## src/rtl/marcador_puntaje_pkg.sv

```systemverilog
// Shared types and constants for the score/lives tracker and the game FSM.
package marcador_pkg;

  typedef enum logic [1:0] {
    IDLE    = 2'd0,
    JUGANDO = 2'd1,
    INVULN  = 2'd2,
    FIN     = 2'd3
  } estado_t;

  localparam logic [15:0] BCD_MAX   = 16'h9999;
  localparam logic [3:0]  EST_JUEGO = 4'd3;

endpackage

```

## src/rtl/marcador_puntaje_if.sv

```systemverilog
// Bundle between the game side (presente, obstacle/collision levels) and the tracker outputs.
interface marcador_puntaje_if;
  import marcador_pkg::*;

  // No valid/ready here: tick_obs, choque and bono are free-running levels from
  // the clk_ob domain; the tracker synchronises them and acts on each rising edge.
  logic [3:0]  presente;
  logic        tick_obs;
  logic        choque;
  logic        bono;
  logic [15:0] puntos;
  logic [1:0]  vidas;
  logic        invuln;
  logic        game_over;
  estado_t     estado;

  modport master (
    output presente, tick_obs, choque, bono,
    input  puntos, vidas, invuln, game_over, estado
  );

  modport slave (
    input  presente, tick_obs, choque, bono,
    output puntos, vidas, invuln, game_over, estado
  );

endinterface

```

## src/rtl/marcador_puntaje_sumador.sv

```systemverilog
// 4-digit BCD value plus a small binary addend (0..10), saturating at 9999.
module bcd_sumador_sat
  import marcador_pkg::*;
(
  input  logic [15:0] a,
  input  logic [4:0]  b,
  output logic [15:0] suma
);

  logic [3:0]  uni;
  logic [3:0]  dec;
  logic [3:0]  dig_add;
  logic [4:0]  t;
  logic        c;
  logic [15:0] res;

  always_comb begin
    uni     = (b >= 5'd10) ? 4'(b - 5'd10) : b[3:0];
    dec     = (b >= 5'd10) ? 4'd1 : 4'd0;
    c       = 1'b0;
    t       = '0;
    dig_add = '0;
    res     = '0;
    for (int i = 0; i < 4; i++) begin
      dig_add = (i == 0) ? uni : ((i == 1) ? dec : 4'd0);
      t = {1'b0, a[4*i +: 4]} + {1'b0, dig_add} + {4'd0, c};
      if (t > 5'd9) begin
        t = t - 5'd10;
        c = 1'b1;
      end else begin
        c = 1'b0;
      end
      res[4*i +: 4] = t[3:0];
    end
    // A carry out of the thousands digit means the score passed 9999.
    suma = c ? BCD_MAX : res;
  end

endmodule

```

## src/rtl/marcador_puntaje.sv

```systemverilog
// Score and lives tracker: synchronises obstacle/collision/bonus levels, scores in BCD, flags game over.
module marcador_puntaje #(
  parameter int          VIDAS_INI    = 3,
  parameter int          PUNTOS_BONO  = 5,
  parameter int          INVULN_TICKS = 4,
  parameter logic [3:0]  EST_JUEGO    = marcador_pkg::EST_JUEGO
) (
  input  logic               clk,
  input  logic               rst,
  marcador_puntaje_if.slave  bus
);
  import marcador_pkg::*;

  // [0],[1]: two-flop synchroniser; [2]: previous synchronised level for edge detection.
  logic [2:0]  s_tick, s_choque, s_bono;
  logic        e_tick, e_choque, e_bono;
  logic        juego;
  logic [4:0]  addend;
  logic [15:0] suma;

  estado_t     estado;
  logic [15:0] puntos;
  logic [1:0]  vidas;
  logic        invuln;
  logic        game_over;
  logic [3:0]  cnt;

  always_ff @(posedge clk) begin
    if (rst) begin
      s_tick   <= '0;
      s_choque <= '0;
      s_bono   <= '0;
    end else begin
      s_tick   <= {s_tick[1:0],   bus.tick_obs};
      s_choque <= {s_choque[1:0], bus.choque};
      s_bono   <= {s_bono[1:0],   bus.bono};
    end
  end

  assign e_tick   = s_tick[1]   & ~s_tick[2];
  assign e_choque = s_choque[1] & ~s_choque[2];
  assign e_bono   = s_bono[1]   & ~s_bono[2];
  assign juego    = (bus.presente == EST_JUEGO);
  assign addend   = (e_tick ? 5'd1 : 5'd0) + (e_bono ? 5'(PUNTOS_BONO) : 5'd0);

  bcd_sumador_sat u_sumador (
    .a    (puntos),
    .b    (addend),
    .suma (suma)
  );

  always_ff @(posedge clk) begin
    if (rst) begin
      estado    <= IDLE;
      puntos    <= 16'h0000;
      vidas     <= 2'd0;
      invuln    <= 1'b0;
      game_over <= 1'b0;
      cnt       <= 4'd0;
    end else begin
      game_over <= 1'b0;
      case (estado)
        IDLE: begin
          if (juego) begin
            puntos <= 16'h0000;
            vidas  <= 2'(VIDAS_INI);
            estado <= JUGANDO;
          end
        end
        JUGANDO: begin
          if (!juego) begin
            estado <= IDLE;
          end else begin
            puntos <= suma;
            if (e_choque) begin
              if (vidas > 2'd1) begin
                vidas  <= vidas - 2'd1;
                cnt    <= 4'(INVULN_TICKS);
                invuln <= 1'b1;
                estado <= INVULN;
              end else begin
                vidas     <= 2'd0;
                game_over <= 1'b1;
                estado    <= FIN;
              end
            end
          end
        end
        INVULN: begin
          if (!juego) begin
            invuln <= 1'b0;
            estado <= IDLE;
          end else begin
            puntos <= suma;
            if (e_tick) begin
              if (cnt == 4'd1) begin
                cnt    <= 4'd0;
                invuln <= 1'b0;
                estado <= JUGANDO;
              end else begin
                cnt <= cnt - 4'd1;
              end
            end
          end
        end
        FIN: begin
          if (!juego) estado <= IDLE;
        end
        default: estado <= IDLE;
      endcase
    end
  end

  assign bus.puntos    = puntos;
  assign bus.vidas     = vidas;
  assign bus.invuln    = invuln;
  assign bus.game_over = game_over;
  assign bus.estado    = estado;

endmodule
```

## src/flat_wrapper.sv

```systemverilog
// flat-port wrapper written by rule: the top's interface ports become plain ports
module marcador_puntaje_flat import marcador_pkg::*;
#(
  parameter int          VIDAS_INI    = 3,
  parameter int          PUNTOS_BONO  = 5,
  parameter int          INVULN_TICKS = 4,
  parameter logic [3:0]  EST_JUEGO    = marcador_pkg::EST_JUEGO
)
  (clk, rst, bus_presente, bus_tick_obs, bus_choque, bus_bono, bus_puntos, bus_vidas, bus_invuln, bus_game_over, bus_estado);
  marcador_puntaje_if bus_i ();
  input  logic clk;
  input  logic rst;
  input wire logic [$bits(bus_i.presente)-1:0] bus_presente;
  input wire logic [$bits(bus_i.tick_obs)-1:0] bus_tick_obs;
  input wire logic [$bits(bus_i.choque)-1:0] bus_choque;
  input wire logic [$bits(bus_i.bono)-1:0] bus_bono;
  output wire logic [$bits(bus_i.puntos)-1:0] bus_puntos;
  output wire logic [$bits(bus_i.vidas)-1:0] bus_vidas;
  output wire logic [$bits(bus_i.invuln)-1:0] bus_invuln;
  output wire logic [$bits(bus_i.game_over)-1:0] bus_game_over;
  output wire logic [$bits(bus_i.estado)-1:0] bus_estado;
  assign bus_i.presente = bus_presente;
  assign bus_i.tick_obs = bus_tick_obs;
  assign bus_i.choque = bus_choque;
  assign bus_i.bono = bus_bono;
  assign bus_puntos = bus_i.puntos;
  assign bus_vidas = bus_i.vidas;
  assign bus_invuln = bus_i.invuln;
  assign bus_game_over = bus_i.game_over;
  assign bus_estado = bus_i.estado;
  marcador_puntaje #(.VIDAS_INI(VIDAS_INI), .PUNTOS_BONO(PUNTOS_BONO), .INVULN_TICKS(INVULN_TICKS), .EST_JUEGO(EST_JUEGO)) u_core (.clk(clk), .rst(rst), .bus(bus_i));
endmodule
```

## config.mk

```make
export PLATFORM = sky130hd
export DESIGN_NAME = marcador_puntaje_flat
export DESIGN_NICKNAME = d
export VERILOG_FILES = /design/src/rtl/marcador_puntaje_pkg.sv /design/src/rtl/marcador_puntaje_if.sv /design/src/rtl/marcador_puntaje_sumador.sv /design/src/rtl/marcador_puntaje.sv /design/src/flat_wrapper.sv
export SDC_FILE = /design/constraint.sdc
export NUM_CORES = 1
export LEC_CHECK = 0
export CORE_MARGIN = 5
export CORE_UTILIZATION = 56
export DETAILED_ROUTE_END_ITERATION = 8
export PLACE_DENSITY = 0.81
export SYNTH_ARGS = -nofsm -noshare
export SYNTH_HDL_FRONTEND = slang
export SYNTH_SLANG_ARGS = --single-unit
```

## constraint.sdc

```tcl
create_clock -name clk -period 8.2 [get_ports clk]
set_input_delay 2.05 -clock clk [delete_from_list [all_inputs] [get_ports clk]]
set_output_delay 2.05 -clock clk [all_outputs]
set_load 0.02 [all_outputs]
```

# After elaboration in Yosys (flattened, before gate mapping)
# Index checks and enable logic that the tools add are counted.
# totals
ff_bits	35
latch_bits	0
ramBits	0
rom_bits	0
output_inout_bits	22
memories	0
# op_classes
n_addsub	13
n_mul	0
n_div	0
order_cmp	6
n_eq_ne	16
n_shift	0
mux	45
bitwise_logic	9
reduce_logical	11
# ops
cell	n
16-bit two-way mux	3
4-bit two-way mux	11
16-bit case mux with 2 select lines	1
2-bit two-way mux	11
5-bit by 4-bit greater-than comparator with 1-bit output, second input constant	4
4-bit subtractor, second input constant	5
4-bit by 1-bit adder with 5-bit output	3
1-bit two-way mux	14
2-bit by 1-bit != test with 1-bit output, second input constant	7
6-bit AND reduction	2
2-bit case mux with 4 select lines	1
4-bit case mux with 2 select lines	1
3-bit by 2-bit != test with 1-bit output, second input constant	2
1-bit NOT	6
2-bit nonzero test	3
4-bit by 4-bit adder with 5-bit output	1
5-bit by 1-bit adder with 5-bit output	1
5-bit by 4-bit >= comparator with 1-bit output, second input constant	1
5-bit AND reduction	1
1-bit by 3-bit adder with 4-bit output	1
2-bit equality test, second input constant	2
4-bit by 1-bit equality test with 1-bit output, second input constant	1
4-bit by 2-bit equality test with 1-bit output, second input constant	1
2-bit case mux with 2 select lines	1
other kinds (14)	16

# Logic depth before layout (Yosys ltp)
# Gate-level depths: netlist of run 1.
# depth
ltp_word	21
mapped_depth	30
mapped_depth_nobuf	26

# By module
# From an unflattened synthesis of run 1, not the netlist that was laid out.
# unflattened
hier_cells	291
area_unflattened_um2	2446.1
# modules_own_cells
mod	instances	cells_per_inst	area_per_inst_um2	seq_area_each_um2
marcador_puntaje	1	152	1493.9	700.7
bcd_sumador_sat	1	139	952.2	0.0

# Worst setup path after synthesis of run 1
# OpenSTA, ideal clock, no wires.
# synth_path
kind	reg-to-reg
startpoint	register u_core.s_bono[1]
endpoint	register u_core.puntos[10], in the netlist u_core.bus.puntos[10]
setup_ns	0.071
arrival_ns	6.222
t_required_ns	8.129
path_slack_ns	1.907
path_stages_with_launch	29
n_path_buf	2
path_cell_list	dfxtp_1 -> nor2b_4 -> xnor2_1 -> ha_1 -> inv_1 -> fa_1 -> nand4bb_1 -> o311a_4 -> a211oi_4 -> nor2_1 -> ha_1 -> ha_1 -> clkbuf_1 -> or2_2 -> a21oi_1 -> nor3_1 -> ha_1 -> ha_1 -> clkbuf_1 -> nand2b_1 -> a31oi_1 -> nor3_1 -> ha_1 -> ha_1 -> nand2b_1 -> a31o_1 -> a31oi_4 -> or4b_1 -> a21oi_1
# synth_between
elab_chain_cells	20
# synth_rtl
item	line	source
start: declaration	marcador_puntaje.sv:15	logic [2:0] s_tick, s_choque, s_bono;
start signal: assignment	marcador_puntaje.sv:36	s_bono <= {s_bono[1:0], bus.bono};
1-bit bitwise AND (*)	marcador_puntaje.sv:42	assign e_bono = s_bono[1] & ~s_bono[2];
3-bit two-way mux (*)	marcador_puntaje.sv:44	assign addend = (e_tick ? 5'd1 : 5'd0) + (e_bono ? 5'(PUNTOS_BONO) : 5'd0);
1-bit by 3-bit adder with 4-bit output (*)	marcador_puntaje.sv:44	
4-bit subtractor or 5-bit by 4-bit >= comparator with 1-bit output (tied branches)	marcador_puntaje_sumador.sv:18, marcador_puntaje_sumador.sv:19	
4-bit two-way mux	marcador_puntaje_sumador.sv:18	uni = (b >= 5'd10) ? 4'(b - 5'd10) : b[3:0];
4-bit by 4-bit adder with 5-bit output	marcador_puntaje_sumador.sv:26	t = {1'b0, a[4*i +: 4]} + {1'b0, dig_add} + {4'd0, c};
5-bit by 4-bit greater-than comparator with 1-bit output	marcador_puntaje_sumador.sv:27	if (t > 5'd9) begin
1-bit two-way mux	marcador_puntaje_sumador.sv:27	
(+4 left out)	--	
5-bit by 4-bit greater-than comparator with 1-bit output	marcador_puntaje_sumador.sv:27	
1-bit two-way mux	marcador_puntaje_sumador.sv:27	
4-bit by 1-bit adder with 5-bit output	marcador_puntaje_sumador.sv:26	
5-bit by 4-bit greater-than comparator with 1-bit output	marcador_puntaje_sumador.sv:27	
1-bit two-way mux	marcador_puntaje_sumador.sv:27	
16-bit two-way mux (*)	marcador_puntaje_sumador.sv:36	suma = c ? BCD_MAX : res;
16-bit two-way mux (*)	marcador_puntaje.sv:71, marcador_puntaje.sv:90	
16-bit case mux with 2 select lines (*)	marcador_puntaje.sv:62	case (estado)
end signal: assignment	marcador_puntaje.sv:74	puntos <= suma;
end signal: assignment	marcador_puntaje.sv:94	puntos <= suma;
end: declaration	marcador_puntaje.sv:22	logic [15:0] puntos;
# Mark *: on every way between the ends. The rest lies on a longest branch, timed or not. The select of a mux whose other input is x is not followed.
# A chain may end at the register's enable or synchronous reset.

# Final worst setup path of run 1
# Ends and elaborated chain as after synthesis.

==> results of run 1 <==
-- state kept, by name, summed over array words and instances, names as in the netlist --
register and cells:
u_core.cnt 4, u_core.s_tick 3, u_core.bus.puntos 16, u_core.s_bono 3, u_core.bus.vidas 2, u_core.s_choque 3, u_core.bus.estado 2, u_core.bus.invuln 1
u_core.bus.game_over 1
-- where the power goes --
part / switching (W) / total, W / internal (W)
combinational: 0.0000209 / 0.0000382 / 0.0000173
sequential: 0.00000324 / 0.000177 / 0.000174
clock: 0.0000634 / 0.000129 / 0.0000659
-- cell usage in the layout, fill, tap and decap left out, types with 2 or more instances in the layout --
| master | synthesis | final |
|---|---|---|
| inv_1 | 18 | 18 |
| clkdlybuf4s50_1 | 0 | 30 |
| xnor2_1 | 7 | 7 |
| a21boi_0 | 2 | 2 |
| nor2_1 | 19 | 19 |
| nand4_1 | 2 | 2 |
| ha_1 | 18 | 18 |
| dfxtp_1 | 35 | 35 |
| o21a_1 | 3 | 3 |
| o21ai_1 | 2 | 2 |
| and3b_1 | 2 | 2 |
| nand2b_1 | 7 | 7 |
| o31a_1 | 2 | 2 |
| nand4bb_1 | 2 | 2 |
| a31oi_1 | 6 | 6 |
| nand3b_1 | 4 | 4 |
| or4_1 | 2 | 2 |
| nor4_1 | 4 | 4 |
| a211oi_1 | 3 | 3 |
| or2_2 | 5 | 5 |
| a21o_1 | 2 | 2 |
| buf_4 | 0 | 2 |
| o21ai_0 | 13 | 13 |
| and2_1 | 3 | 3 |
| o21bai_1 | 2 | 2 |
| a21oi_1 | 29 | 29 |
| nor2b_1 | 11 | 11 |
| a21bo_2 | 2 | 2 |
| o211ai_1 | 2 | 2 |
| nor3_1 | 11 | 11 |
| nor3b_1 | 2 | 2 |
| clkbuf_8 | 0 | 6 |
| nand2_1 | 20 | 20 |
| nand3_1 | 10 | 10 |
| o31ai_1 | 5 | 5 |
| and3_1 | 2 | 2 |
| a22oi_1 | 2 | 2 |
-- per-layer routing --
layer | track usage [%] | part of all wire (%)
met1 | 24.6 | 46
met3 | 4.35 | 4.2
met2 | 33.7 | 48
met5 | 0 | 0
met4 | 5.44 | 1.3
-- per-stage QoR --
| step | cells | instance area [µm²] | worst slack, ns |
|---|---|---|---|
| after global placement | 366 | 2720 | 1.73 |
| after CTS | 373 | 2800 | 1.39 |
| after detailed placement | 366 | 2720 | 1.41 |
| after global routing | 373 | 2800 | 0.943 |
| final | 373 | 2800 | 1.36 |
| after floorplan | 302 | 2420 | 1.91 |
-- kinds of logic (layout without fill, tap and decap cells) --
kind of cell             count (synthesis)  in the layout  synth area share [%]
XOR/XNOR                                 7              7                  2.53
flip-flops                              35             35                  28.9
buffers and inverters                   38             57                  6.40
AND/OR/NAND/NOR                        114            114                  26.7
adder cells (fa/ha/maj)                 19             19                  10.1
multiplexers                             1              1                 0.413
AO/OA/AOI/OAI                           88             88                  24.9
-- how the worst max path moves through the flow --
stage / start / to / slack, ns
floorplan: u_core.s_bono[1] / u_core.bus.puntos[10] / 1.91
global placement: u_core.s_bono[1] / u_core.bus.puntos[10] / 1.73
detailed placement: u_core.s_bono[1] / u_core.bus.puntos[10] / 1.41
CTS: u_core.s_bono[1] / u_core.bus.puntos[10] / 1.39
global route: u_core.s_bono[1] / u_core.bus.puntos[1] / 0.94
finish: u_core.s_bono[1] / u_core.bus.puntos[10] / 1.36
-- area by class of cell --
| class | count | area [µm²] | area share [%] |
|---|---|---|---|
| Multi-Input combinational cell | 229 | 1570 | 55.9 |
| Sequential cell | 35 | 701 | 25.0 |
| Timing Repair Buffer | 32 | 315 | 11.2 |
| Clock buffer | 6 | 82.6 | 2.95 |
| Inverter | 18 | 67.6 | 2.41 |
| Tap cell | 52 | 65.1 | 2.32 |
| Clock inverter | 1 | 5.00 | 0.179 |
-- worst max-delay path, stage by stage, from the launching register on --
cell and delay [ns]:
dfxtp_1 0.41, nor2b_4 0.25, xnor2_1 0.15, ha_1 0.21, inv_1 0.06, fa_1 0.63, nor2b_1 0.21, o22ai_1 0.09
a21oi_1 0.31, nor2_1 0.09, ha_1 0.28, ha_1 0.41, or2_2 0.34, a21oi_1 0.24, nor3_1 0.08, ha_1 0.27
ha_1 0.41, nand2b_1 0.18, a31oi_1 0.28, nor3_1 0.08, ha_1 0.22, ha_1 0.31, nand2b_1 0.16, a31o_1 0.26
a31oi_4 0.26, or4b_1 0.47, a21oi_1 0.13
==> results.toml, run 1 <==
[global_route]
grt_max_degree = 34
antenna_found_initial = 0
grt_usage_pct = 19.6
grt_pass1_vias = 2027
grt_pass1_wl_um = 8880
grt_overflow = 0

[setup_path]
arrival_ns = 7.07
critPathCaptureType = "flip-flop"
setup.worst_path.class = "reg -> reg"
r2r_slack_ns = 1.36
start_kind = "flip-flop"
r2r-start = "u_core.s_bono[1]"
rr_worst_depth = 26
worstReg2RegEnd = "u_core.bus.puntos[10]"
worstPathRequired_ns = 8.43
worst-path-max-fanout = 9

[clock_network]
htreeDepth = 2
clock-sinks = 35
numCtsBuffers = 5
worstSkewPairLatency_ns = 0.29
tritoncts = "yes"
cts_hold_buffers = 0
cts_root_buffer = "clkbuf_8"
cts_resized = 0
post_cts_buffers = 0
clk_pin_slew_ns = 0.07
max-clock-path-buffers = 2

[pwr]
max-vdd-ir-drop_v = 0.0000910
p_leak_nw = 0.994
total_power_w = 0.000345
powerDensity_mw_per_mm2 = 123

[routing]
viasPerCell = 5.90
wl_um = 5190
vias = 2201
drt_iter0_markers = 119
antenna_left = 0
drt_pass1_iterations = 4
drcViolationCount = 0
wl_per_cell_um = 13.9

[die]
die_area_mm2 = 0.00574
rows = 24
ioPinCount = 31
core_area_mm2 = 0.00426
die_w_um = 75.8
start_util_pct = 56.8
fp.dieH_um = 75.8

[logic_synthesis]
ys.flop_type = "dfxtp_1"
async_reset_ff_share_pct = 0
synth_edf_count = 0
avgSynthCellArea_um2 = 8.02
yosysUniqueCellTypes = 60
synth_area_mm2 = 0.00242
ys_warn_count = 0
synth_top_cell_area_share_pct = 28.9
synth_top_area_cell = "dfxtp_1"
synth_cells = 302
synth_seq_area_share_pct = 28.9
yosysMostFrequentCell = "dfxtp_1"
synthesis.nets = 330
synth-seq-cells = 35
synthTopCellsByCount = "dfxtp_1, a21oi_1, nand2_1"
synth_area_leaders = "dfxtp_1, ha_1, a21oi_1"

[finish]
final_util_pct = 65.7
drive_above_1_share_pct = 8.10
nNetsFinal = 349
antenna_cells = 0
n_fill_cell = 391
area_growth_pct = 15.7

[timing]
slew_headroom_pct = 68.8
timing.final.crit_share_pct = 83.4
hold_violations = 0
rsz0062_at_grt = "no"
fin_skew_ns = 0.00727
max_freq_ghz = 0.146
finalMaxSlewViolations = 0
min_period_ns = 6.84
tightest_slew_ns = 0.462
hold_slack_ns = 0.438
fin_tns_setup_ns = 0
setup_viol = 0

[place]
place_hpwl_um = 3790
portBuffers = 30
gp_routability_congestion = 0.885

[worst_hold_path]
hold_path_end = "u_core.s_bono[1]"
min_from = "u_core.s_bono[0]"
min_path_type = "reg -> reg"
worstHoldPathCells = 1

[job]
max_cap_viol_count = 0

[status]
run_status = "completed"
Note: power is estimated with default switching activity, not from simulation.
==> inputs of run 2 (changes only) <==
==> constraint.sdc (replaced) <==
create_clock -name clk -period 6.51 [get_ports clk]
set_input_delay 1.6275 -clock clk [delete_from_list [all_inputs] [get_ports clk]]
set_output_delay 1.6275 -clock clk [all_outputs]
set_load 0.02 [all_outputs]
==> results.toml, run 2 (same netlist as run 1, synthesis figures left out) <==
[status]
run_status = "completed"

[clock_network]
numCtsBuffers = 5
clk_pin_slew_ns = 0.07
clock-sinks = 35
worstSkewPairLatency_ns = 0.29
tritoncts = "yes"
htreeDepth = 2
cts_root_buffer = "clkbuf_8"
cts_hold_buffers = 0
max-clock-path-buffers = 2

[pwr]
intPower_w = 0.000316
switchingPower_w = 0.000113
pwr-share-seq_pct = 52.0
p_leak_nw = 1.02
swShare_pct = 26.3
pwr-share-comb_pct = 11.6
powerDensity_mw_per_mm2 = 149
clockPowerShare_pct = 36.4
max-vdd-ir-drop_v = 0.000101

[die]
die_area_mm2 = 0.00574
ioPinCount = 31
die_w_um = 75.8
start_util_pct = 56.8
rows = 24
core_area_mm2 = 0.00426
fp.dieH_um = 75.8

[timing]
fin_ws_ns = 0.267
fin_skew_ns = 0.00450
hold_violations = 0
tightest_slew_ns = 0.445
slew_headroom_pct = 70.0
setup_viol = 0
finalMaxSlewViolations = 0
max_freq_ghz = 0.160
timing.final.crit_share_pct = 95.9
min_period_ns = 6.24

[job]
max_cap_viol_count = 0

[setup_path]
rr_worst_depth = 26
worstReg2RegEnd = "u_core.bus.puntos[10]"
r2r_slack_ns = 0.27
critPathLaunch = "u_core.s_tick[2]"
crit_top_cell = "ha_1"
r2r-start = "u_core.s_tick[2]"
worstPathRequired_ns = 6.73
critPathCaptureType = "flip-flop"
start_kind = "flip-flop"
arrival_ns = 6.46
critPathMaxStageDelay_ns = 0.59
worst-path-max-fanout = 9
critPathSlowestCell = "fa_2"
setup.worst_path.class = "reg -> reg"

[finish]
drive_above_1_share_pct = 12.5
largestRegisters = "u_core.bus.puntos (16), u_core.cnt (4)"
regMostFlops = "u_core.bus.puntos"
stdcell_count = 380
n_fill_cell = 367
antenna_cells = 0
final_common_cell = "dfxtp_1"
nNetsFinal = 355
layout_common_cells = "dfxtp_1, clkdlybuf4s50_1, a21oi_1"
area_growth_pct = 18.8
largest_reg_flops = 16

[routing]
viasPerCell = 5.76
drt_pass1_iterations = 4
drcViolationCount = 0
antenna_left = 0
wl_per_cell_um = 14.1
vias = 2188
wl_um = 5360
drt_iter0_markers = 152

[global_route]
grt_max_degree = 34
grt_usage_pct = 20.0
grt_overflow = 0
grt_pass1_wl_um = 8980
grt_pass1_vias = 2018
antenna_found_initial = 0

[place]
portBuffers = 30
dp_cells = 370
place_hpwl_um = 3750
gp_routability_congestion = 0.806
post-place-ws_ns = -0.0701

[worst_hold_path]
worstHoldPathCells = 1
hold_path_end = "u_core.s_tick[1]"
min_from = "u_core.s_tick[0]"
min_path_type = "reg -> reg"
-- run 2: cell count changes in the layout (fill, tap and decap cells not counted), sizes merged --
| cell | before | now |
|---|---|---|
| clkinvlp | 0 | 1 |
| buf | 2 | 8 |
-- run 2: final cells by class --
| type | instances | area (µm²) | area share [%] |
|---|---|---|---|
| Clock inverter | 2 | 12.5 | 0.435 |
| Clock buffer | 6 | 72.6 | 2.52 |
| Timing Repair Buffer | 38 | 360 | 12.5 |
| Tap cell | 52 | 65.1 | 2.26 |
| Inverter | 18 | 67.6 | 2.35 |
| Multi-Input combinational cell | 229 | 1600 | 55.5 |
| Sequential cell | 35 | 702 | 24.4 |
-- run 2: worst max path at each step --
stage,endpoint,slack (ns),cells past startpoint
finish,u_core.bus.puntos[10],0.27,26
global route,u_core.bus.puntos[10],-0.05,26
CTS,u_core.bus.puntos[10],0.03,26
detailed placement,u_core.bus.puntos[10],-0.07,26
global placement,u_core.bus.puntos[10],0.25,26
floorplan,u_core.bus.puntos[10],0.22,28
-- run 2: worst max-delay path: cells and delay by family, from the launching register on --
family                     cells  cell delay [ns]
adders and majority gates      8             2.47
and+or+nand+nor                9             1.73
AOI/OAI and AO/OA              7             1.44
DFF                            1             0.30
xor gates and xnor gates       1             0.19
buffers and inverters          1             0.07
-- run 2: metal layers --
metal	vias up	track usage, %	part of all wire (%)
met5	-	0	0
met4	0	6.02	1.0
met3	6	4.35	4.3
met2	47	32.8	48
met1	1015	26.1	46
li1	1120	-	-
-- run 2: power by group through the flow --
| stage | logic [W] | clock network [W] | registers [W] |
|---|---|---|---|
| after floorplan | 0.0000306 | 0 | 0.000230 |
| after global placement | 0.0000479 | 0 | 0.000228 |
| after detailed placement | 0.0000485 | 0 | 0.000228 |
| after CTS | 0.0000489 | 0.000159 | 0.000223 |
| after global routing | 0.0000559 | 0.000170 | 0.000224 |
| final | 0.0000499 | 0.000156 | 0.000223 |
-- run 2: repair_timing --
item	4_1_cts	5_1_grt
pin swaps	0	2
setup buffers	0	2
endpoints found under the setup margin	5	15
gates resized for setup	2	8
-- run 2: metrics by stage --
stage,TNS (ns),hold WS [ns],total power (W),cell area (µm²),util [%]
5_1_grt,-0.0527,0.461,0.000449,2880,67.5
2_1_floorplan,0,0.414,0.000260,2420,-
6_report,0,0.439,0.000429,2880,67.5
3_3_place_gp,0,0.417,0.000275,2750,64.4
4_1_cts,0,0.441,0.000431,2840,66.5
3_5_place_dp,-0.101,0.424,0.000276,2750,64.4
==> inputs of run 3 (changes only) <==
--- a/config.mk
+++ b/config.mk
@@ -8,6 +8,7 @@
 export CORE_MARGIN = 5
 export CORE_UTILIZATION = 56
 export DETAILED_ROUTE_END_ITERATION = 8
+export GPL_TIMING_DRIVEN = 0
 export PLACE_DENSITY = 0.81
 export SYNTH_ARGS = -nofsm -noshare
 export SYNTH_HDL_FRONTEND = slang
==> results.toml, run 3 (same netlist as run 1, synthesis figures left out) <==
[setup_path]
path_buf_inv = 1
crit_top_cell = "ha_2"
worst-path-max-fanout = 10
critPathSlowestCell = "fa_2"
arrival_ns = 6.41
setup.worst_path.class = "reg -> reg"
crit_family = "adder cells"
critPathMaxStageDelay_ns = 0.60
critPathCaptureType = "flip-flop"
r2r_slack_ns = 0.32
worstPathRequired_ns = 6.73
start_kind = "flip-flop"

[pwr]
max-vdd-ir-drop_v = 0.000109
p_leak_nw = 1.07
powerDensity_mw_per_mm2 = 150
total_power_w = 0.000450

[timing]
hold_slack_ns = 0.442
min_period_ns = 6.19
slew_headroom_pct = 53.3
fin_skew_ns = 0.00605
tightest_slew_ns = 0.693
max_freq_ghz = 0.162
setup_viol = 0
rsz0062_at_grt = "no"
hold_violations = 0
fin_ws_ns = 0.325
finalMaxSlewViolations = 0
timing.final.crit_share_pct = 95.0

[finish]
n_fill_cell = 341
final_common_cell = "dfxtp_1"
area_growth_pct = 23.7
largestRegisters = "u_core.bus.puntos (16), u_core.cnt (4)"
final_area_mm2 = 0.00300
layout_common_cells = "dfxtp_1, clkdlybuf4s50_1, a21oi_1"
nNetsFinal = 373
regMostFlops = "u_core.bus.puntos"
final_util_pct = 70.2
largest_reg_flops = 16
drive_above_1_share_pct = 14.5
antenna_cells = 0

[place]
portBuffers = 30
post-place-ws_ns = -0.589
place_hpwl_um = 3900
gp_routability_congestion = 0.851
place_area_mm2 = 0.00279

[routing]
drcViolationCount = 0
vias = 2315
wl_per_cell_um = 14.2
wl_um = 5670
antenna_left = 0
drt_iter0_markers = 131
drt_pass1_iterations = 4
viasPerCell = 5.82

[global_route]
antenna_found_initial = 0
grt_pass1_vias = 2103
grt_overflow = 0
grt_pass1_wl_um = 9320
grt_usage_pct = 20.8
grt_max_degree = 11

[clock_network]
numCtsBuffers = 5
cts_hold_buffers = 0
htreeDepth = 2
max-clock-path-buffers = 2
worstSkewPairLatency_ns = 0.29
cts_root_buffer = "clkbuf_8"
clk_pin_slew_ns = 0.07
clock-sinks = 35
tritoncts = "yes"

[die]
die_area_mm2 = 0.00574
die_w_um = 75.8
core_area_mm2 = 0.00426
fp.dieH_um = 75.8
ioPinCount = 31
start_util_pct = 56.8
rows = 24

[worst_hold_path]
min_path_type = "reg -> reg"

[status]
run_status = "completed"

[job]
max_cap_viol_count = 0
[run 3: changes by cell type in the layout (fill, tap and decap cells not counted), moves of 2 or more]
cell,before,now
buf_4,8,10
buf_2,0,4
clkbuf_1,1,12
o31ai_1,5,3
o31ai_2,0,2
clkbuf_8,5,7
[run 3: stage by stage]
stage               std cells  setup TNS, ns
CTS                       394              0
global placement          384          -4.24
global route              398              0
detailed placement        384          -6.23
finish                    398              0
floorplan                 302              0
[run 3: timing repair]
action / CTS / global route
setup endpoints to repair: 15 / 15
hold endpoints to repair: 0 / 0
pin swaps: 5 / 5
setup buffers: 3 / 7
gates resized for setup: 8 / 4
[run 3: metal layers]
metal	global-route usage [%]	share of wire, %
met1	27.6	45
met2	33.1	48
met3	3.43	5.0
met4	9.13	1.5
met5	0	0
[run 3: area by class of cell]
class	count	area, µm²	area share [%]
timing repair buffer	40	375	12.5
multi-input combinational	229	1610	53.8
tap	52	65.1	2.17
clock buffer	8	100	3.34
inverter	18	67.6	2.26
sequential	35	702	23.4
buffer	16	72.6	2.42
[run 3: power by group]
| group | leakage [nW] | switching, W | internal [W] | total (W) |
|---|---|---|---|---|
| clock | 0.0515 | 0.0000783 | 0.0000966 | 0.000175 |
| sequential | 0.284 | 0.00000426 | 0.000219 | 0.000223 |
| combinational | 0.735 | 0.0000284 | 0.0000236 | 0.0000519 |
[run 3: worst paths after layout]
check,from,end,depth (start not counted)
worst max-delay path,u_core.s_bono[2],u_core.bus.puntos[10],25
worst min-delay path,u_core.s_bono[0],u_core.s_bono[1],1
worst max register to register,u_core.s_bono[2],u_core.bus.puntos[10],25
worst min register to register,u_core.s_bono[0],u_core.s_bono[1],1
